## src/rtl/progress_sched.sv

```systemverilog
// progress_sched: shares one progress-bar overlay between N loaders, with a hold on completion.
// Define PROGRESS_ROTATE_EN to time-share the bar between simultaneous loads.
module progress_sched #(
    parameter int N            = 4,
    parameter int DWELL_FRAMES = 50,
    parameter int HOLD_FRAMES  = 25
) (
    input  logic            clk,
    input  logic            reset_n,
    input  logic            vblank,
    input  logic [N-1:0]    src_active,
    input  logic [25*N-1:0] src_current,
    input  logic [25*N-1:0] src_max,
    output logic            enable,
    output logic [24:0]     current,
    output logic [24:0]     max,
    output logic [2:0]      sel,
    output logic            busy
);

`ifdef PROGRESS_ROTATE_EN
    localparam bit ROT = 1'b1;
`else
    localparam bit ROT = 1'b0;
`endif

    localparam logic [7:0] DWELL = 8'(DWELL_FRAMES);
    localparam logic [7:0] HOLD  = 8'(HOLD_FRAMES);

    typedef enum logic [1:0] {IDLE, SHOW, HOLD_ST} state_t;

    state_t      state_q, state_d;
    logic        vblank_q;
    logic        tick;
    logic [7:0]  fcnt_q, fcnt_d, fcnt_inc;
    logic [2:0]  sel_q, sel_d, nxt;
    logic [24:0] cur_q, cur_d, max_q, max_d;
    logic [7:0]  act8;
    logic        live, other, any;

    // Scan order: round-robin from sel+1 when rotating, else lowest index wins
    function automatic logic [2:0] pick(input logic [7:0] act, input logic [2:0] from);
        logic [2:0] r;
        int idx;
        r = from;
        for (int k = N; k >= 1; k--) begin
            idx = ROT ? (int'(from) + k) % N : k - 1;
            if (act[3'(idx)]) r = 3'(idx);
        end
        return r;
    endfunction

    // The overlay steps by max[24:7]; a tiny max would stall it
    function automatic logic [49:0] clean(input logic [24:0] c, input logic [24:0] m);
        if (m < 25'd128) return {25'd0, 25'd128};
        return {(c > m) ? m : c, m};
    endfunction

    assign tick     = vblank & ~vblank_q;
    assign act8     = 8'(src_active);
    assign live     = act8[sel_q];
    assign other    = |(act8 & ~(8'd1 << sel_q));
    assign any      = |src_active;
    assign nxt      = pick(act8, sel_q);
    assign fcnt_inc = fcnt_q + 8'd1;

    always_comb begin
        state_d = state_q;
        fcnt_d  = fcnt_q;
        sel_d   = sel_q;
        cur_d   = cur_q;
        max_d   = max_q;
        unique case (state_q)
            IDLE: begin
                if (any) begin
                    sel_d   = nxt;
                    fcnt_d  = 8'd0;
                    state_d = SHOW;
                end
            end
            SHOW: begin
                if (!live) begin
                    cur_d   = max_q;
                    fcnt_d  = 8'd0;
                    state_d = HOLD_ST;
                    if (HOLD == 8'd0) begin
                        if (any) begin
                            sel_d   = nxt;
                            state_d = SHOW;
                        end else begin
                            state_d = IDLE;
                        end
                    end
                end else if (ROT && fcnt_q == DWELL && other) begin
                    sel_d  = nxt;
                    fcnt_d = 8'd0;
                end else if (ROT && tick && fcnt_q != DWELL) begin
                    fcnt_d = fcnt_inc;
                end
            end
            HOLD_ST: begin
                if (live) begin
                    fcnt_d  = 8'd0;
                    state_d = SHOW;
                end else if (tick) begin
                    if (fcnt_inc == HOLD) begin
                        fcnt_d = 8'd0;
                        if (any) begin
                            sel_d   = nxt;
                            state_d = SHOW;
                        end else begin
                            state_d = IDLE;
                        end
                    end else begin
                        fcnt_d = fcnt_inc;
                    end
                end
            end
            default: state_d = IDLE;
        endcase
        if (state_d == SHOW)
            {cur_d, max_d} = clean(src_current[25*int'(sel_d) +: 25],
                                   src_max[25*int'(sel_d) +: 25]);
    end

    always_ff @(posedge clk) begin
        if (!reset_n) begin
            state_q  <= IDLE;
            vblank_q <= 1'b0;
            fcnt_q   <= 8'd0;
            sel_q    <= 3'd0;
            cur_q    <= 25'd0;
            max_q    <= 25'd0;
        end else begin
            state_q  <= state_d;
            vblank_q <= vblank;
            fcnt_q   <= fcnt_d;
            sel_q    <= sel_d;
            cur_q    <= cur_d;
            max_q    <= max_d;
        end
    end

    assign enable  = (state_q != IDLE);
    assign busy    = (state_q != IDLE);
    assign current = cur_q;
    assign max     = max_q;
    assign sel     = sel_q;

endmodule

```

## config.mk

```make
export PLATFORM = sky130hd
export DESIGN_NAME = progress_sched
export DESIGN_NICKNAME = d
export VERILOG_FILES = /design/src/rtl/progress_sched.sv
export SDC_FILE = /design/constraint.sdc
export NUM_CORES = 1
export LEC_CHECK = 0
export BUFFER_PORTS_ARGS = -buffer_cell sky130_fd_sc_hd__clkbuf_2
export CAP_MARGIN = 40
export CORE_MARGIN = 3
export CORE_UTILIZATION = 35
export DETAILED_ROUTE_END_ITERATION = 10
export GPL_TIMING_DRIVEN = 0
export PLACE_DENSITY = 0.62
export SLEW_MARGIN = 20
export SYNTH_ARGS = -nofsm -noshare
export SYNTH_HDL_FRONTEND = slang
export SYNTH_SLANG_ARGS = --single-unit
```

## constraint.sdc

```tcl
create_clock -name clk -period 7.8 [get_ports clk]
set_input_delay 0.39 -clock clk [delete_from_list [all_inputs] [get_ports clk]]
set_output_delay 0.39 -clock clk [all_outputs]
set_load 0.02 [all_outputs]
```

==> metrics.md, run 1 <==
| Metric | Value |
|---|---|
| Outcome | complete, no violations |
| Remaining DRCs | 0 |
| Critical path fanouts, max | 10 |
| Reg-to-reg endpoint | current[14] |
| CTS sink count | 64 |
| Cells after synthesis | just over 800 |
| Flop pwr share | 0.220 |
| Initial DRC count | approximately 720 |
| CTS Hold Bufs | 0 |
| Async SR Flop Fraction | 0 |
| CTS clk-pin slew, worst paths | ~0.050 ns |
| PnR worst setup slack | a little over 0.8 ns |
| Hold worst-path end | vblank_q |
| Total iterations of the first detailed-routing run | 5 |
| H-tree depth | 3 |
| Final period utilization | 0.897 |
| Slew @ Worst Pin | around 0.8 ns |
| Fillcell total | slightly below 2,000 |
| RePlAce Congestion | 0.953 |
| Yosys synthesis warning count | 0 |
| Required time worst endpoint | ~8.0 ns |
| Crit path largest cell delay | roughly 0.66 ns |
| Via count | a little under 8,000 |
| Part of the Yosys area used for sequential elements | 0.191 |
| IO Port Bufs | 260 |
| Num CTS Buffers | 9 |
| # IOs | between 200 and 300 |
| CTS-repair resized insts | 0 |
| Main area contributors after synthesis | dfxtp_1 19%, mux2i_1 15%, nand2_1 7.0% |
| R2r setup slk | 0.81 ns |
| DIE HEIGHT | 145 um |
| Synth Register Bits | 64 |
| CP max stage cell | o311ai_1 |
| Antenna Nets Post-Route | 0 |
| Leading area contributor after synthesis | dfxtp_1 |
| Synth Flop Type | dfxtp_1 |
| Vias in the first global route | approximately 7,500 |
| Setup crit start kind | flop |
| Internal power | 1.16 mW |
| CTS tree | yes |
| Routed wire length | about 27,000 um |
| Reg2reg start | fcnt_q[0] |
| Die X | between 100 and 150 um |
| Post-Syn Area | approximately 6700 um2 |
| Pleak | just over 4 nW |
| Data arrival, critical path | between 7 and 8 ns |
| Wire per inst | around 20 um |
| Netlist cell types | 64 |
| Max Fclk | around 0.14 GHz |
| CP Capture Type | flop |
| Setup Buffers After CTS | 0 |
| Post-Syn Area per Cell | a little over 8 um2 |
| P per Cell Area | between 200 and 250 nW/um2 |
| Place WS | roughly 0.9 ns |
| First-pass GRT wire length | between 40,000 and 50,000 um |
| Fin crit period | about 7 ns |
| Max-cap violations | 0 |
| Clock power share | 0.172 |
| Clock buffer depth | 2 |
| Clk root buf | clkbuf_16 |
| Post-synth EDFFs | 0 |
| Worst skew pair latency | between 0.3 and 0.4 ns |
| Setup CP Type | reg2reg |
| Final Hold Vio Count | 0 |
| Combinational fraction of design power | 0.608 |
| Final HPWL DP | ~22,000 um |
| Final-report max-slew violation count | 0 |
| Hold WC Path Type | in2reg |
| Via/cell ratio | between 5 and 6 |
| Worst reg-to-reg path cell count | 23 |
| Initial Utilization | 0.358 |
| Grt total ovfl | 0 |
| Switching share of total power | 0.455 |
| Synth Net Count | 1,055 |
| Slew headroom | 0.467 |
| Clock Skew | 0.00632 ns |
| Core box area | 18,800 um2 |
| Share of layout cells above drive strength 1 | 0.338 |
| NetSw | around 0.96 mW |
| Initial antenna violation count | 2 |
| Total power | about 2.1 mW |
| Number of antenna repair diodes | 0 |
| HP Start | vblank |
| Row count | 50 |
| Top cell type's share of synthesized area | 0.191 |
| Setup Total Neg Slack | 0 ns |
| Largest net degree at the start of global routing | 12 |
| Unrepaired setup endpoints after global routing | no |
| Hold Path Depth | 2 |
| Area grow syn2layout | 27.7% |
| Critical-path cell list | ha_1, nand2_2, and4bb_4, o311ai_1, o31a_1, o21a_1, clkbuf_1, buf_1, mux4_2, nand2_1, inv_1, ha_1, a21o_1, a21o_1, a21oi_1, nor2_1, a211oi_1, o31ai_1, a31o_2, nand2_1, clkbuf_1, mux2i_1, a32o_1 |
| Final number of setup-violating endpoints | 0 |
| Die Footprint | ~21,000 um2 |
| VDD IR max | between 100 and 150 uV |
| Hold WS | roughly 0.28 ns |
| Fin nets | between 1,000 and 1,500 |
| Total global-route track usage | 0.252 |
## power by group through the flow
stage          logic, mW  clock network [mW]  registers (mW)
3_3_place_gp        1.27                   0           0.472
3_5_place_dp        1.28                   0           0.473
4_1_cts             1.29               0.372           0.467
6_report            1.29               0.365           0.467
2_1_floorplan      0.775                   0           0.558
5_1_grt             1.41               0.384           0.474
## critical path, delay by kind of cell, from the launching register on
family	cells	cell delay [ns]
AO/OA/AOI/OAI	10	2.64
adder cells (fa/ha/maj)	2	0.59
buffers and inverters	4	1.85
flip-flops	1	0.36
multiplexers	2	0.62
AND/OR/NAND/NOR	5	0.83
## cell usage after synthesis, types with 11 or more instances
library cell / n
inv_1: 33
o21ai_0: 50
ha_1: 27
nand2_1: 125
o21a_1: 13
nand3_1: 30
a221oi_1: 14
dfxtp_1: 64
clkbuf_1: 43
mux2_2: 31
and2_1: 13
a21oi_1: 20
mux4_2: 18
a222oi_1: 12
a21o_1: 11
a32o_1: 24
nor2_1: 42
mux2i_1: 102
o22ai_1: 33
## metrics by stage
stage | instances | utilization | cell area (um2)
floorplan | 821 | - | 6720
global placement | 1315 | 0.443 | 8310
detailed placement | 1316 | 0.443 | 8320
CTS | 1329 | 0.457 | 8580
global route | 1329 | 0.457 | 8580
finish | 1329 | 0.457 | 8580
## logic make-up after synthesis
logic type | after synthesis | share of synthesized area
compound gates | 222 | 0.250
simple gates | 251 | 0.172
fa+ha+maj | 27 | 0.0503
flops | 64 | 0.191
mux | 154 | 0.271
buf+inv | 103 | 0.0661
## placed cells by master (no fill, tap or decap), types with 11 or more instances in the layout
cell,n
mux4_2,18
inv_1,33
o21ai_0,50
a21o_1,11
nand3_1,30
ha_1,27
a221oi_1,14
nand2_1,125
mux2_2,31
o21a_1,13
buf_2,11
a32o_1,24
clkbuf_2,260
o22ai_1,33
clkbuf_1,44
nor2_1,42
a222oi_1,12
mux2i_1,102
dfxtp_1,64
a21oi_1,20
and2_1,13
## layout make-up
class,instances,area [um2],area share
multi-input cells,654,4990,0.582
repair buffers,261,1310,0.152
flip-flops and latches,64,1280,0.149
plain buffers,66,305,0.0356
well taps,234,293,0.0341
clock buffers,12,256,0.0299
inverters,37,139,0.0162
clock inverters,1,5.00,0.000584
## per-layer routing
layer	part of all wire	track usage	routed length, um
met2	0.48	0.444	12900
met1	0.42	0.320	11300
met3	0.071	0.0407	1920
met5	0.0012	0	31
met4	0.026	0.0653	705
## sequential cells by signal, indices dropped and copies added (netlist names)
name,flops
vblank_q,1
fcnt_q,8
state_q,2
sel,3
current,25
max,25
## worst max path at each step
stage / startpoint / endpoint / slack [ns] / cells past startpoint
after global routing: fcnt_q[0] / current[14] / 0.39 / 23
final: fcnt_q[0] / current[14] / 0.81 / 23
after detailed placement: fcnt_q[0] / current[14] / 0.88 / 23
after floorplan: fcnt_q[0] / current[10] / 2.19 / 25
after CTS: fcnt_q[0] / current[14] / 0.86 / 23
after global placement: fcnt_q[0] / current[14] / 0.90 / 23
No activity file was read; power rests on OpenSTA's default activity.
==> inputs of run 2 (changes only) <==
--- a/config.mk
+++ b/config.mk
@@ -6,12 +6,11 @@
 export NUM_CORES = 1
 export LEC_CHECK = 0
 export BUFFER_PORTS_ARGS = -buffer_cell sky130_fd_sc_hd__clkbuf_2
-export CAP_MARGIN = 40
-export CORE_MARGIN = 3
-export CORE_UTILIZATION = 35
+export CORE_MARGIN = 8
+export CORE_UTILIZATION = 51
 export DETAILED_ROUTE_END_ITERATION = 10
 export GPL_TIMING_DRIVEN = 0
-export PLACE_DENSITY = 0.62
+export PLACE_DENSITY = 0.84
 export SLEW_MARGIN = 20
 export SYNTH_ARGS = -nofsm -noshare
 export SYNTH_HDL_FRONTEND = slang
==> run 2 against run 1 <==
Die area fell by 18%. Sequential power fell by 2%. Clock skew grew 0.0026 ns. Routed wire length down 2.0%. Sequential share of layout area about the same. Largest cell class unchanged.
==> metrics.md, run 2 (synthesis gave the netlist of run 1 again) <==
| Metric | Value |
|---|---|
| Area grow syn2layout | 27.7% (about the same) |
| Number of antenna repair diodes | 0 (unchanged) |
| Max-cap violations | 0 (unchanged) |
| CTS tree | yes |
| Initial Utilization | 0.515 (+0.157) |
| Final Hold Vio Count | 0 (unchanged) |
| Initial DRC count | 855 (+19%) |
| Slew headroom | 0.430 (-0.0373) |
| CTS-repair resized insts | 0 (unchanged) |
| Crit path largest cell delay | 0.69 ns (+0.03 ns) |
| Final HPWL DP | 20,900 um (-5.2%) |
| Antenna Nets Post-Route | 0 (unchanged) |
| Final-report max-slew violation count | 0 (unchanged) |
| Critical path fanouts, max | 10 (unchanged) |
| Via/cell ratio | 6.28 (+8.1%) |
| Place WS | 1.04 ns (+0.160 ns) |
| Commonest non-fill, non-tap cells in the layout | 260 x clkbuf_2, 125 x nand2_1, 102 x mux2i_1, 64 x dfxtp_1, 50 x o21ai_0 |
| First-pass GRT wire length | 40,300 um (-1.2%) |
| Setup Total Neg Slack | 0 ns (unchanged) |
| Grt total ovfl | 0 (unchanged) |
| DIE HEIGHT | 131 um (-9.5%) |
| Row count | 42 (-16%) |
| Share of layout cells above drive strength 1 | 0.341 (+0.00303) |
| Required time worst endpoint | 8.03 ns (about the same) |
| Worst skew pair latency | 0.34 ns (about the same) |
| Reg2reg start | fcnt_q[0] |
| H-tree depth | 3 (unchanged) |
| Final period utilization | 0.890 (-0.00630) |
| Fin nets | 1,326 (-0.075%) |
| Total global-route track usage | 0.300 (+0.0482) |
| Largest net degree at the start of global routing | 13 (+1) |
| Max Fclk | 0.144 GHz (+0.71%) |
| PnR worst setup slack | 0.854 ns (+0.0492 ns) |
| Core box area | 13,000 um2 (-31%) |
| HP Start | vblank |
| Outcome | complete, no violations |
| CP max stage cell | clkbuf_1 |
| Final number of setup-violating endpoints | 0 (unchanged) |
| Worst Setup SP | fcnt_q[0] |
| # IOs | 262 (unchanged) |
| VDD IR max | 145 uV (+6.5%) |
| Initial antenna violation count | 0 (-2) |
| CTS sink count | 64 (unchanged) |
| Vias in the first global route | 7,896 (+4.7%) |
| Fin crit period | 6.95 ns (-0.0492 ns) |
| Remaining DRCs | 0 (unchanged) |
| Setup Buffers After CTS | 0 (unchanged) |
| RePlAce Congestion | 0.955 (+0.22%) |
| Clock Skew | 0.00894 ns (+0.00263 ns) |
| Hold WS | 0.281 ns (+0.00256 ns) |
| Clk root buf | clkbuf_16 |
| IO Port Bufs | 260 (unchanged) |
| CP Capture Type | flop |
| Routed wire length | 26,400 um (-2.0%) |
| CTS Hold Bufs | 0 (unchanged) |
| Via count | 7,998 (+3.5%) |
| CTS clk-pin slew, worst paths | 0.06 ns (about the same) |
| Hold WC Path Type | in2reg |
| Data arrival, critical path | 7.17 ns (-0.05 ns) |
| Num CTS Buffers | 9 (unchanged) |
| Unrepaired setup endpoints after global routing | no |
| Setup CP Type | reg2reg |
| Slew @ Worst Pin | 0.856 ns (+0.0560 ns) |
| Wire per inst | 20.7 um (+2.4%) |
| Setup crit start kind | flop |
| Pleak | 4.07 nW (+0.47%) |
| Clock buffer depth | 2 (unchanged) |
| Commonest non-fill, non-tap cell in the layout | clkbuf_2 |
| Total iterations of the first detailed-routing run | 8 (+3) |
| Die Footprint | 17,100 um2 (-18%) |
| P per Cell Area | 257 nW/um2 (+4.0%) |
| Die X | 131 um (-9.5%) |
run 2: cell types whose count changed in the layout (fill, tap and decap cells not counted), sizes merged:
cell	before	now
clkinv	2	3
buf	24	23
clkinvlp	0	2
bufinv	0	2
clkbuf	315	313
run 2: through the flow:
| stage | cell area (um2) | utilization | std cells | total power [mW] |
|---|---|---|---|---|
| 3_3_place_gp | 8240 | 0.632 | 1257 | 1.70 |
| 2_1_floorplan | 6720 | - | 821 | 1.33 |
| 5_1_grt | 8570 | 0.658 | 1273 | 2.33 |
| 4_1_cts | 8570 | 0.658 | 1273 | 2.18 |
| 6_report | 8570 | 0.658 | 1273 | 2.21 |
| 3_5_place_dp | 8240 | 0.632 | 1257 | 1.73 |
run 2: layout make-up:
cell class	count	area, um2
Clock buffer	10	239
Inverter	37	139
Sequential cell	64	1280
Clock inverter	6	92.6
Tap cell	176	220
Timing Repair Buffer	260	1300
Fill cell	1180	4460
Buffer	66	305
Multi-Input combinational cell	654	5000
run 2: critical path, delay by kind of cell, from the launching register on:
kind | cells | cell delay (ns)
fa+ha+maj | 2 | 0.62
buf+inv | 4 | 1.70
flops | 1 | 0.36
simple gates | 7 | 1.08
mux | 3 | 0.68
compound gates | 9 | 2.37
run 2: routing by layer:
layer	routed length (um)	GRT usage	up-vias
met1	9930	0.343	3731
met2	12700	0.522	517
met5	0	0	-
met4	904	0.107	0
met3	2820	0.0864	87
li1	-	-	3663
run 2: final timing paths:
check        depth (start not counted)          to  slack (ns)
max reg2reg                         25  current[8]        0.85
max                                 25  current[8]        0.85
min reg2reg                          2      max[0]        0.50
min                                  2    vblank_q        0.28
run 2: where the power goes:
group | switching [mW] | internal [mW]
sequential | 0.0467 | 0.411
clock | 0.159 | 0.289
combinational | 0.780 | 0.520
total | 0.985 | 1.22
==> inputs of run 3 (changes only) <==
--- a/config.mk
+++ b/config.mk
@@ -5,9 +5,11 @@
 export SDC_FILE = /design/constraint.sdc
 export NUM_CORES = 1
 export LEC_CHECK = 0
+export ABC_AREA = 1
+export ABC_CLOCK_PERIOD_IN_PS = 7800
 export BUFFER_PORTS_ARGS = -buffer_cell sky130_fd_sc_hd__clkbuf_2
 export CORE_MARGIN = 8
-export CORE_UTILIZATION = 51
+export CORE_UTILIZATION = 50
 export DETAILED_ROUTE_END_ITERATION = 10
 export GPL_TIMING_DRIVEN = 0
 export PLACE_DENSITY = 0.84
==> run 3 against run 2 <==
Register-to-register slack better by 1.1 ns. Worst hold slack worse by 0.024 ns. Sequential share of layout area up 0.91 points. Synthesized area down 7.1%. Critical path depth up 8. Via count up 4.0%. Die area down 4.6%. Count of clock-buffer cells in the layout up 2. Total power up 60%. Flip-flop and latch count unchanged. Worst setup slack better by 1.1 ns. Clock power down 4%. Highest routed layer unchanged.
==> metrics.md, run 3 <==
| Metric | Value |
|---|---|
| WL met2 | 12,000 um (-5.2%) |
| HP Start | vblank |
| Required time worst endpoint | 8.04 ns (about the same) |
| Clk root buf | clkbuf_16 |
| Crit path largest cell delay | 0.57 ns (-0.12 ns) |
| R2r setup slk | 2.00 ns (+1.15 ns) |
| Critical path fanouts, max | 10 (unchanged) |
| Async SR Flop Fraction | 0 (unchanged) |
| Post-Syn Area per Cell | 5.91 um2 (-28%) |
| Netlist cell types | 33 (-48%) |
| Synth Flop Type | dfxtp_1 |
| Num CTS Buffers | 9 (unchanged) |
| Total iterations of the first detailed-routing run | 8 (unchanged) |
| Commonest non-fill, non-tap cell in the layout | nand2_1 |
| Main area contributors after synthesis | dfxtp_1 21%, nand2_1 18%, nand3_1 11% |
| Share of layout cells above drive strength 1 | 0.272 (-0.0692) |
| Fillcell total | 1,242 (+5.3%) |
| Worst reg-to-reg path cell count | 33 (+32%) |
| Commonest non-fill, non-tap cells in the layout | 297 x nand2_1, 260 x clkbuf_2, 135 x nand3_1, 123 x inv_1, 101 x a21oi_1 |
| P per Cell Area | 436 nW/um2 (+70%) |
| Number of antenna repair diodes | 0 (unchanged) |
| CP max stage cell | a21oi_1 |
| Initial antenna violation count | 0 (unchanged) |
| Routed length on met3 | 2630 um (-6.9%) |
| Initial Utilization | 0.503 (-0.0125) |
| Via/cell ratio | 5.53 (-12%) |
| Setup crit start kind | flop |
| Data arrival, critical path | 6.04 ns (-1.13 ns) |
| Final Hold Vio Count | 0 (unchanged) |
| Final number of setup-violating endpoints | 0 (unchanged) |
| Most frequent cell on the critical path | nand2_1 |
| CTS tree | yes |
| Leading area contributor after synthesis | dfxtp_1 |
| Synth Register Bits | 64 (unchanged) |
| CTS Hold Bufs | 0 (unchanged) |
| Cells after synthesis | 1,057 (+29%) |
| Post-Route M1 WL | 10,100 um (+1.3%) |
| Largest net degree at the start of global routing | 11 (-2) |
| # IOs | 262 (unchanged) |
| First-pass GRT wire length | 38,400 um (-4.6%) |
| Final HPWL DP | 20,400 um (-2.5%) |
| Slew headroom | 0.521 (+0.0910) |
| Setup Total Neg Slack | 0 ns (unchanged) |
| Unrepaired setup endpoints after global routing | no |
| Vias in the first global route | 7,782 (-1.4%) |
| Pleak | 4.40 nW (+8.3%) |
| CTS-repair resized insts | 0 (unchanged) |
| Hold worst-path end | vblank_q |
| CP Capture Type | flop |
| Yosys synthesis warning count | 0 (unchanged) |
| Total power | 3.53 mW (+60%) |
| Final period utilization | 0.743 (-0.147) |
| Core box area | 12,400 um2 (-4.7%) |
| Setup Buffers After CTS | 0 (unchanged) |
| Reg-to-reg endpoint | current[8] |
| Top cell type's share of synthesized area | 0.205 (+0.0145) |
| DIE HEIGHT | 128 um (-2.3%) |
| Die X | 128 um (-2.3%) |
| Max Fclk | 0.172 GHz (+20%) |
| H-tree depth | 3 (unchanged) |
| Clock buffer depth | 2 (unchanged) |
| Wire per inst | 16.8 um (-19%) |
| Fin nets | 1,562 (+18%) |
| Outcome | complete, no violations |
| Post-synth EDFFs | 0 (unchanged) |
| Worst skew pair latency | 0.32 ns (-0.02 ns) |
| Synth Net Count | 1,291 (+22%) |
| Most instantiated cells after synthesis | 297 x nand2_1, 135 x nand3_1, 123 x inv_1 |
| Initial DRC count | 960 (+12%) |
| Count leader, synth | nand2_1 |
| Top layer in use | met4 |
| Setup CP Type | reg2reg |
| Via count | 8,317 (+4.0%) |
| Remaining DRCs | 0 (unchanged) |
| Clock Skew | 0.00323 ns (-0.00571 ns) |
| Routed wire length | 25,300 um (-4.1%) |
| Reg2reg start | fcnt_q[0] |
| Total global-route track usage | 0.293 (-0.00698) |
| IO Port Bufs | 260 (unchanged) |
| Hold WC Path Type | in2reg |
| Hold WS | 0.257 ns (-0.0236 ns) |
| CTS sink count | 64 (unchanged) |
| Row count | 41 (-2.4%) |
| Final-report max-slew violation count | 0 (unchanged) |
| Part of the Yosys area used for sequential elements | 0.205 (+0.0145) |
| VDD IR max | 182 uV (+26%) |
| Final core utilization | 0.651 (-0.00705) |
| Post-Syn Area | 6240 um2 (-7.1%) |
| Fin crit period | 5.80 ns (-1.15 ns) |
| Max-cap violations | 0 (unchanged) |
| Antenna Nets Post-Route | 0 (unchanged) |
| Grt total ovfl | 0 (unchanged) |
| Slew @ Worst Pin | 0.719 ns (-0.136 ns) |
| Hold Path Depth | 3 (+1) |
| RePlAce Congestion | 0.968 (+1.4%) |
| CTS clk-pin slew, worst paths | 0.05 ns (about the same) |
| Die Footprint | 16,300 um2 (-4.6%) |
| Area grow syn2layout | 29.4% |
-- run 3: cell types whose count changed after synthesis, moves of 16 or more --
| cell | delta |
|---|---|
| nand2_1 | +172 |
| nand3_1 | +105 |
| mux2i_1 | -102 |
| inv_1 | +90 |
| a21oi_1 | +81 |
| o22ai_1 | -33 |
| mux2_2 | -31 |
| o21ai_0 | +27 |
| a32o_1 | -24 |
| o21bai_1 | +22 |
| nand4_1 | +21 |
| mux4_2 | -18 |
| clkbuf_1 | -17 |
| buf_2 | +16 |
-- run 3: layer usage --
| metal | track usage | vias up |
|---|---|---|
| met3 | 0.0707 | 53 |
| li1 | - | 4034 |
| met1 | 0.358 | 3747 |
| met4 | 0.0748 | 0 |
| met5 | 0 | - |
| met2 | 0.504 | 483 |
-- run 3: final cells by class --
cell class | count | area (um2) | share of cell area
timing repair buffer | 260 | 1300 | 0.161
tap | 172 | 215 | 0.0266
clock inverter | 3 | 65.1 | 0.00805
buffer | 73 | 404 | 0.0500
multi-input combinational | 792 | 4080 | 0.504
inverter | 128 | 480 | 0.0595
sequential | 64 | 1280 | 0.159
clock buffer | 12 | 256 | 0.0317
-- run 3: worst max path at each step --
stage,startpoint,to,depth (start not counted)
2_1_floorplan,fcnt_q[0],current[22],35
3_3_place_gp,fcnt_q[0],current[22],33
3_5_place_dp,fcnt_q[0],current[7],33
4_1_cts,fcnt_q[0],current[8],33
5_1_grt,fcnt_q[0],current[22],33
6_report,fcnt_q[0],current[8],33
-- run 3: kinds of logic after synthesis --
kind of cell               Yosys count  share of synthesized area
buffers and inverters              201                      0.142
and+or+nand+nor                    526                      0.377
DFF                                 64                      0.205
AOI/OAI and AO/OA                  236                      0.218
adders and majority gates           27                     0.0541
xor gates and xnor gates             3                    0.00421
-- run 3: metrics by stage --
stage	setup WS (ns)	instances	cell area, um2
6_report	2.00	1504	8080
5_1_grt	1.61	1504	8080
4_1_cts	2.28	1504	8080
3_5_place_dp	2.33	1489	7760
3_3_place_gp	2.41	1489	7760
2_1_floorplan	3.40	1057	6240
-- run 3: worst max-delay path: cells and delay by family (launching register included) --
family,cells,cell delay [ns]
AOI/OAI and AO/OA,7,1.91
and+or+nand+nor,16,1.38
adders and majority gates,2,0.53
DFF,1,0.41
buffers and inverters,8,1.45
-- run 3: power by group --
part / switching (mW) / total, mW / internal [mW]
registers: 0.0988 / 0.545 / 0.447
clock network: 0.137 / 0.432 / 0.295
logic: 1.67 / 2.55 / 0.875
